==> src/rtl/horner_datapath_pkg.sv <==
// horner_datapath_pkg: state encoding and default operand width for the Horner evaluator.
package horner_datapath_pkg;

  localparam int DEFAULT_W = 16;

  typedef enum logic [2:0] {
    IDLE = 3'd0,
    LOAD = 3'd1,
    MUL1 = 3'd2,
    ADD1 = 3'd3,
    MUL2 = 3'd4,
    ADD2 = 3'd5,
    DONE = 3'd6
  } state_t;

endpackage

==> src/rtl/horner_datapath_shift_add_mul.sv <==
// shift_add_mul: iterative W x W -> 2W multiplier, one multiplier bit per cycle, LSB first.
// go loads the operands; the W steps follow on the next W clock edges, fin marks the last step.
module shift_add_mul
  import horner_datapath_pkg::*;
#(
  parameter int W = DEFAULT_W
) (
  input  logic           clk,
  input  logic           rst,
  input  logic           go,
  input  logic [W-1:0]   multiplicand,
  input  logic [W-1:0]   multiplier,
  output logic [2*W-1:0] prod,
  output logic           fin
);

  localparam int CW = (W > 1) ? $clog2(W) : 1;

  logic [2*W-1:0] acc;
  logic [2*W-1:0] mcand;
  logic [W-1:0]   mplier;
  logic [CW-1:0]  cnt;
  logic           run;

  always_ff @(posedge clk or posedge rst) begin
    if (rst) begin
      acc    <= '0;
      mcand  <= '0;
      mplier <= '0;
      cnt    <= '0;
      run    <= 1'b0;
    end else if (go) begin
      acc    <= '0;
      mcand  <= {{W{1'b0}}, multiplicand};
      mplier <= multiplier;
      cnt    <= '0;
      run    <= 1'b1;
    end else if (run) begin
      if (mplier[0])
        acc <= acc + mcand;
      mcand  <= mcand << 1;
      mplier <= mplier >> 1;
      cnt    <= cnt + 1'b1;
      if (fin)
        run <= 1'b0;
    end
  end

  assign prod = acc;
  assign fin  = run && (cnt == CW'(W - 1));

endmodule

==> src/rtl/horner_datapath.sv <==
// horner_datapath: evaluates s = ((a*x) + b)*x + c modulo 2^W with a start/busy/done handshake.
// Define HORNER_OVF_EN to add the sticky overflow output ovf.
module horner_datapath
  import horner_datapath_pkg::*;
#(
  parameter int W = DEFAULT_W
) (
  input  logic         clk,
  input  logic         rst,
  input  logic         start,
  input  logic [W-1:0] a,
  input  logic [W-1:0] b,
  input  logic [W-1:0] c,
  input  logic [W-1:0] x,
  output logic         busy,
  output logic         done,
  output logic [W-1:0] result
`ifdef HORNER_OVF_EN
  ,
  output logic         ovf
`endif
);

  state_t         state, next_state;
  logic [W-1:0]   x_reg, b_reg, c_reg, s_reg, result_q;
  logic [W-1:0]   addend, mul_a, mul_b;
  logic [W:0]     sum;
  logic [2*W-1:0] prod;
  logic           go, fin;

  always_ff @(posedge clk or posedge rst) begin
    if (rst)
      state <= IDLE;
    else
      state <= next_state;
  end

  always_comb begin
    next_state = state;
    case (state)
      IDLE:    if (start) next_state = LOAD;
      LOAD:    next_state = MUL1;
      MUL1:    if (fin) next_state = ADD1;
      ADD1:    next_state = MUL2;
      MUL2:    if (fin) next_state = ADD2;
      ADD2:    next_state = DONE;
      DONE:    next_state = IDLE;
      default: next_state = IDLE;
    endcase
  end

  // The new result is shown straight from S during DONE, then held in result_q.
  always_comb begin
    busy   = (state != IDLE);
    done   = (state == DONE);
    go     = (state == LOAD) || (state == ADD1);
    result = (state == DONE) ? s_reg : result_q;
  end

  // H lives in the multiplier's multiplicand register: a in LOAD, H+b in ADD1.
  assign addend = (state == ADD2) ? c_reg : b_reg;
  assign sum    = {1'b0, prod[W-1:0]} + {1'b0, addend};
  assign mul_a  = (state == LOAD) ? a : sum[W-1:0];
  assign mul_b  = (state == LOAD) ? x : x_reg;

  shift_add_mul #(.W(W)) u_mul (
    .clk          (clk),
    .rst          (rst),
    .go           (go),
    .multiplicand (mul_a),
    .multiplier   (mul_b),
    .prod         (prod),
    .fin          (fin)
  );

  always_ff @(posedge clk or posedge rst) begin
    if (rst) begin
      x_reg    <= '0;
      b_reg    <= '0;
      c_reg    <= '0;
      s_reg    <= '0;
      result_q <= '0;
    end else begin
      case (state)
        LOAD: begin
          x_reg <= x;
          b_reg <= b;
          c_reg <= c;
        end
        ADD2:    s_reg <= sum[W-1:0];
        DONE:    result_q <= s_reg;
        default: ;
      endcase
    end
  end

`ifdef HORNER_OVF_EN
  logic flag, ovf_q;

  // Each ADD step also sees the product just finished, so both checks happen there.
  always_ff @(posedge clk or posedge rst) begin
    if (rst) begin
      flag  <= 1'b0;
      ovf_q <= 1'b0;
    end else begin
      case (state)
        LOAD: flag <= 1'b0;
        ADD1, ADD2:
          if (sum[W] || (prod[2*W-1:W] != '0))
            flag <= 1'b1;
        DONE: ovf_q <= flag;
        default: ;
      endcase
    end
  end

  assign ovf = (state == DONE) ? flag : ovf_q;
`else
  logic unused_ovf_bits;
  assign unused_ovf_bits = ^{prod[2*W-1:W], sum[W]};
`endif

endmodule
==> config.mk <==
export PLATFORM = sky130hd
export DESIGN_NAME = horner_datapath
export DESIGN_NICKNAME = d
export VERILOG_FILES = /design/src/rtl/horner_datapath_pkg.sv /design/src/rtl/horner_datapath_shift_add_mul.sv /design/src/rtl/horner_datapath.sv
export SDC_FILE = /design/constraint.sdc
export NUM_CORES = 1
export LEC_CHECK = 0
export CORE_MARGIN = 2
export CORE_UTILIZATION = 35
export CTS_CLUSTER_DIAMETER = 30
export DETAILED_ROUTE_END_ITERATION = 6
export PLACE_DENSITY = 0.59
export SETUP_SLACK_MARGIN = 0.1
export SYNTH_ARGS = -nofsm -noshare
export SYNTH_HDL_FRONTEND = slang
export SYNTH_SLANG_ARGS = --single-unit
export TNS_END_PERCENT = 100
==> constraint.sdc <==
create_clock -name clk -period 6.35 [get_ports clk]
set_input_delay 1.27 -clock clk [delete_from_list [all_inputs] [get_ports clk]]
set_output_delay 1.27 -clock clk [all_outputs]
set_load 0.1 [all_outputs]
After elaboration in Yosys (flattened, before gate mapping) --
Index checks and enable logic that the tools add are counted.
Operators by class: reductions and logical operators 8, multiply operators 0, div/mod/pow operators 0, bitwise logic cells 0, multiplexer cells 20, $lt $le $gt $ge 0, equality and inequality tests 10, add/sub/neg operators 3, shifts and indexed selects 0
Operators by type and width (count):
- two-way mux 32 bit | 5
- two-way mux 16 bit | 6
- adder 32 bit | 1
- case mux 3 bit (6 select lines) | 1
- adder 16 bit | 1
- == test 3 bit, second input constant | 3
- two-way mux 3 bit | 3
- two-way mux 4 bit | 2
- == test 3 x 2 -> 1 bit, second input constant | 2
- != test 2 bit, second input constant | 3
- adder 4 x 1 -> 4 bit, second input constant | 1
- == test 4 bit, second input constant | 1
- nonzero test 2 bit | 2
- == test 3 x 1 -> 1 bit, second input constant | 1
- logical NOT 3 bit | 1
- two-way mux 1 bit | 3
- AND reduction 3 bit | 1
- nonzero test 3 bit | 1
- AND reduction 2 bit | 1
- logical AND 1 bit | 1
- logical OR 1 bit | 1
Word-level totals: memories 0, register bits 168, input bits 67, bits in latches 0, output and inout bits 18, memory bits (writable) 0, bits in read-only memories 0, logic and storage cells 52

Longest topological paths before layout --
depth in word-level cells 5, mapped depth 13, depth with buffers taken out 12

By module --
Synthesis repeated with hierarchy kept, for this count alone.
Second synthesis, totals: cell total of the unflattened synthesis 1138, area total of the unflattened synthesis 9713.1 µm²
By module, submodules not included:
- shift_add_mul | instances 1, seq. area each 2127.0 µm², cells each 574, area an instance 5242.5 µm²
- horner_datapath | instances 1, seq. area each 2077.0 µm², cells each 564, area an instance 4470.5 µm²

Worst setup path after synthesis --
OpenSTA, ideal clock, no wires.
path type flip-flop to output port, start point reg state[1], end point out result[10], arrival 2.458 ns, cell stages (with the launch flop) 8, path buffers 2, slack 2.622 ns, required time 5.080 ns, path through dfrtp_1 clkinv_1 or3_1 clkbuf_1 clkinv_1 buf_2 nand2_1 nand2_1
On the way: longest elaborated chain between the ends 2
Ends and longest elaborated chain:
- start, declared | line horner_datapath.sv:24 | state_t state, next_state;
- start signal, assigned | line horner_datapath.sv:35 | state <= next_state;
- == test 3 bit
- named net done | line horner_datapath.sv:16 | output logic done,
- two-way mux 16 bit
- end, declared | line horner_datapath.sv:17 | output logic [W-1:0] result
The timed path passes the listed nets, and every way through them passes these cells.

Worst setup path in the final report --
start point reg state[1], end point out result[15]
On the way: longest elaborated chain between the ends 2
Ends and longest elaborated chain:
- == test 3 bit | line horner_datapath.sv:57 | result = (state == DONE) ? s_reg : result_q;
- two-way mux 16 bit
Every way passes these cells.

==> flow_summary_export.csv <==
group,metric,value,unit
run_status,run_status,"finished, final reports clean",
pwr,p_leak,4.056,nW
setup_path,slowest_delay,1.14,ns
routing,detail_route.wl_per_cell,16.37,microns
cts,clk_path_buf_depth,2,
place,cell_total_after_placement,1003,
routing,antenna_violating_nets_left,0,
cts,post_cts_resize_count,0,
synth,synth.avg_cell_area,10.52,sq um
floorplan,die_width,146.6,microns
synth,yosysSeqAreaShare,0.4779,
floorplan,core-area,20100,sq um
routing,detail_route.first_pass.iterations,4,
grt,grt_overflow,0,
pwr,seq_power_share,0.290,
pwr,pwr_density_cell,609.4,nW/um^2
setup_path,timing.critical_path.from_type,"flop",
routing,aggregate_routed_wire_length,16940,microns
floorplan,floorplan.initialDensity,0.3542,
finish,final-instance-count-excl-fill,1035,
grt,vias_in_the_first_global_route,5158,
cts,cts_hold_buffers,0,
floorplan,top_level_pins,85,
setup_path,crit_arrival,3.95,ns
run,max-cap-violations,0,
finish,post_route_cells_drive_above_1_share,0.1582,
pwr,power.switching,2.348,mW
cts,clock-sinks,136,
floorplan,area_enclosed_by_the_die_boundary,21500,sq um
floorplan,placement_rows,52,
cts,cts_setup_buffers,0,
synth,syn-instance-count,677,
routing,dr_total_vias,5201,
place,final_weighted_congestion_of_routability_driven_global_placement,0.8416,
finish,final_core_utilization,0.4425,
place,place_area,8225,sq um
sta,final_cycle_share,0.8219,
setup_path,r2r.worst_path.cells,12,
cts,tritoncts,"built",
sta,drv_slew,0,
sta,setup_total_negative_slack,0,ns
pwr,p_comb_frac,0.504,
synth,syn-cell-area,7122,sq um
cts,h-tree-depth,4,
grt,grt_util_all_layers,0.1632,
cts,cts_made_buffers,17,
sta,finalWorstSetupSlack,1.131,ns
worst_hold_path,min_delay_path_depth,2,
routing,drcViolationCount,0,
sta,slew-limit-headroom,0.2904,
synth,synthesis.nets,778,
pwr,clkPwrFrac,0.206,
setup_path,data_required_time_at_the_worst_endpoint,5.08,ns
grt,antenna_violations_before_repair,0,
finish,syn2layout_area_growth,24.91,%
synth,yosys.cell_types.count,57,
sta,setup_violations,0,
setup_path,worstPathCellList,"clkinv_1 -> or3_1 -> buf_4 -> clkinv_1 -> nand2_1 -> nand2_1 -> clkdlybuf4s50_1",
pwr,p_int,3.072,mW
finish,fillerInstances,1909,
finish,antennaDiodeCount,0,
grt,grt_pass1_wl,27660,microns
sta,tightestPinTransition,1.064,ns
worst_hold_path,min-delay-path-class,"reg -> reg",
sta,fin_crit,5.219,ns
sta,hold_viol_final,0,
sta,finClkSkew,0.008937,ns
setup_path,worst-path-max-fanout,21,
setup_path,critical_path_class,"reg -> out",
pwr,vdd_ir_drop_max,0.2215,mV
floorplan,dieHeight,146.6,microns
setup_path,reg2reg_setup_slack,2.18,ns
synth,postSynthRegisterBits,136,
finish,finalNetCount,853,
cts,clk-insertion-delay-late,0.42,ns
pwr,swShare,0.4332,
setup_path,timing.critical_path.slowest_stage_cell,"clkdlybuf4s50_1",
synth,synth_flop_cell,"dfrtp_1",
routing,detail_route.iter0.violations,324,
synth,asyncSetResetFlopFracSynth,1.000,
finish,area.sequential,3405,sq um
cts,clock_slew_at_reported_path_ffs,0.06,ns
routing,routed_via_density,5.025,
finish,fin_area,8896,sq um
place,hpwl,12070,microns
place,preCtsSetupSlack,1.572,ns
grt,largest_net_degree_at_the_start_of_global_routing,93,
synth,yosysWarningCount,0,
finish,multi_input_area,3540,sq um
sta,fmax,191.6,MHz
sta,rsz_0062_raised_after_global_routing,"no",
place,port_buffers,84,
cts,cts_root_buf,"clkbuf_16",
setup_path,setup.worst_path.end_class,"output port",
synth,synth_edf_count,0,
[Yosys cell counts (11+ instances only)]
master    instances  area [sq um]
dfrtp_1         136          3403
nand2_1         112         420.4
mux2_2           69         777.0
o21ai_0          48         240.2
a21oi_1          32         160.2
ha_1             32         400.4
mux2i_1          29         290.3
nor2_1           28         105.1
buf_2            15         75.07
xnor2_1          15         131.4
clkbuf_1         14         52.55
inv_1            12         45.04
xor2_1           11         96.34
[cell type report]
class,count,area share
Clock buffer,20,0.05134
Multi-Input combinational cell,493,0.3979
Tap cell,270,0.03797
Clock inverter,12,0.02405
Inverter,14,0.006470
Sequential cell,136,0.3827
Timing Repair Buffer,90,0.09958
[power groups by stage]
stage          sequential (mW)  clock, mW  combinational (mW)
2_1_floorplan             1.44          0                2.15
3_3_place_gp              1.58          0                2.70
3_5_place_dp              1.59          0                2.73
4_1_cts                   1.57       1.14                2.75
5_1_grt                   1.63       1.18                3.01
6_report                  1.57       1.12                2.73
[worst max-delay path: cells and delay by family, from the launching register on]
kind	cells	cell delay, ns
DFF	1	0.84
buffers and inverters	4	2.07
and+or+nand+nor	3	0.62
[cell families (layout without fill, tap and decap cells)]
logic type	after synthesis	in the layout	share of synthesized area
compound gates	149	149	0.1370
xor+xnor	26	26	0.03197
fa+ha+maj	34	34	0.06184
buf+inv	48	136	0.02793
flops	136	136	0.4779
mux	98	98	0.1499
simple gates	186	186	0.1135
[metrics by stage]
step / hold slack (ns) / total power [mW]
after floorplan: 0.4497 / 3.595
after global placement: 0.4629 / 4.285
after detailed placement: 0.4606 / 4.317
after CTS: 0.4794 / 5.460
after global routing: 0.4949 / 5.812
final: 0.4709 / 5.421
[routing by layer]
layer	track usage	wire (microns)
met1	0.2302	8367
met2	0.2603	8024
met3	0.02688	387
met4	0.04515	161
met5	0	0
[path summary, 6_finish.rpt]
| kind | from | endpoint |
|---|---|---|
| max | state[1]$_DFFE_PP0P_ | result[15] |
| max in group asynchronous | rst | u_mul.run$_DFF_PP0_ |
| min | result_q[15]$_DFF_PP0_ | result_q[15]$_DFF_PP0_ |
| min in group asynchronous | rst | x_reg[4]$_DFF_PP0_ |
| min reg2reg | result_q[15]$_DFF_PP0_ | result_q[15]$_DFF_PP0_ |
| max reg2reg | state[1]$_DFFE_PP0P_ | u_mul.mcand[15]$_DFFE_PP0P_ |
[cell usage in the layout, fill, tap and decap left out, types with 4 or more instances in the layout]
cell type        count
a211oi_1             9
a21o_1               7
a21oi_1             32
a221oi_1             5
a31oi_1              6
and3_1               4
buf_4                6
bufinv_16            5
clkbuf_16           17
clkdlybuf4s50_1     84
clkinv_4             4
dfrtp_1            135
ha_1                32
inv_1               11
mux2_2              69
mux2i_1             29
nand2_1            112
nand2b_1             4
nand3_1              6
nor2_1              27
nor2b_1              7
nor3_1               6
o211ai_1             6
o21a_1               4
o21ai_0             48
o21bai_1             5
o221ai_1             4
xnor2_1             15
xor2_1              11
No activity file was read; power rests on OpenSTA's default activity.
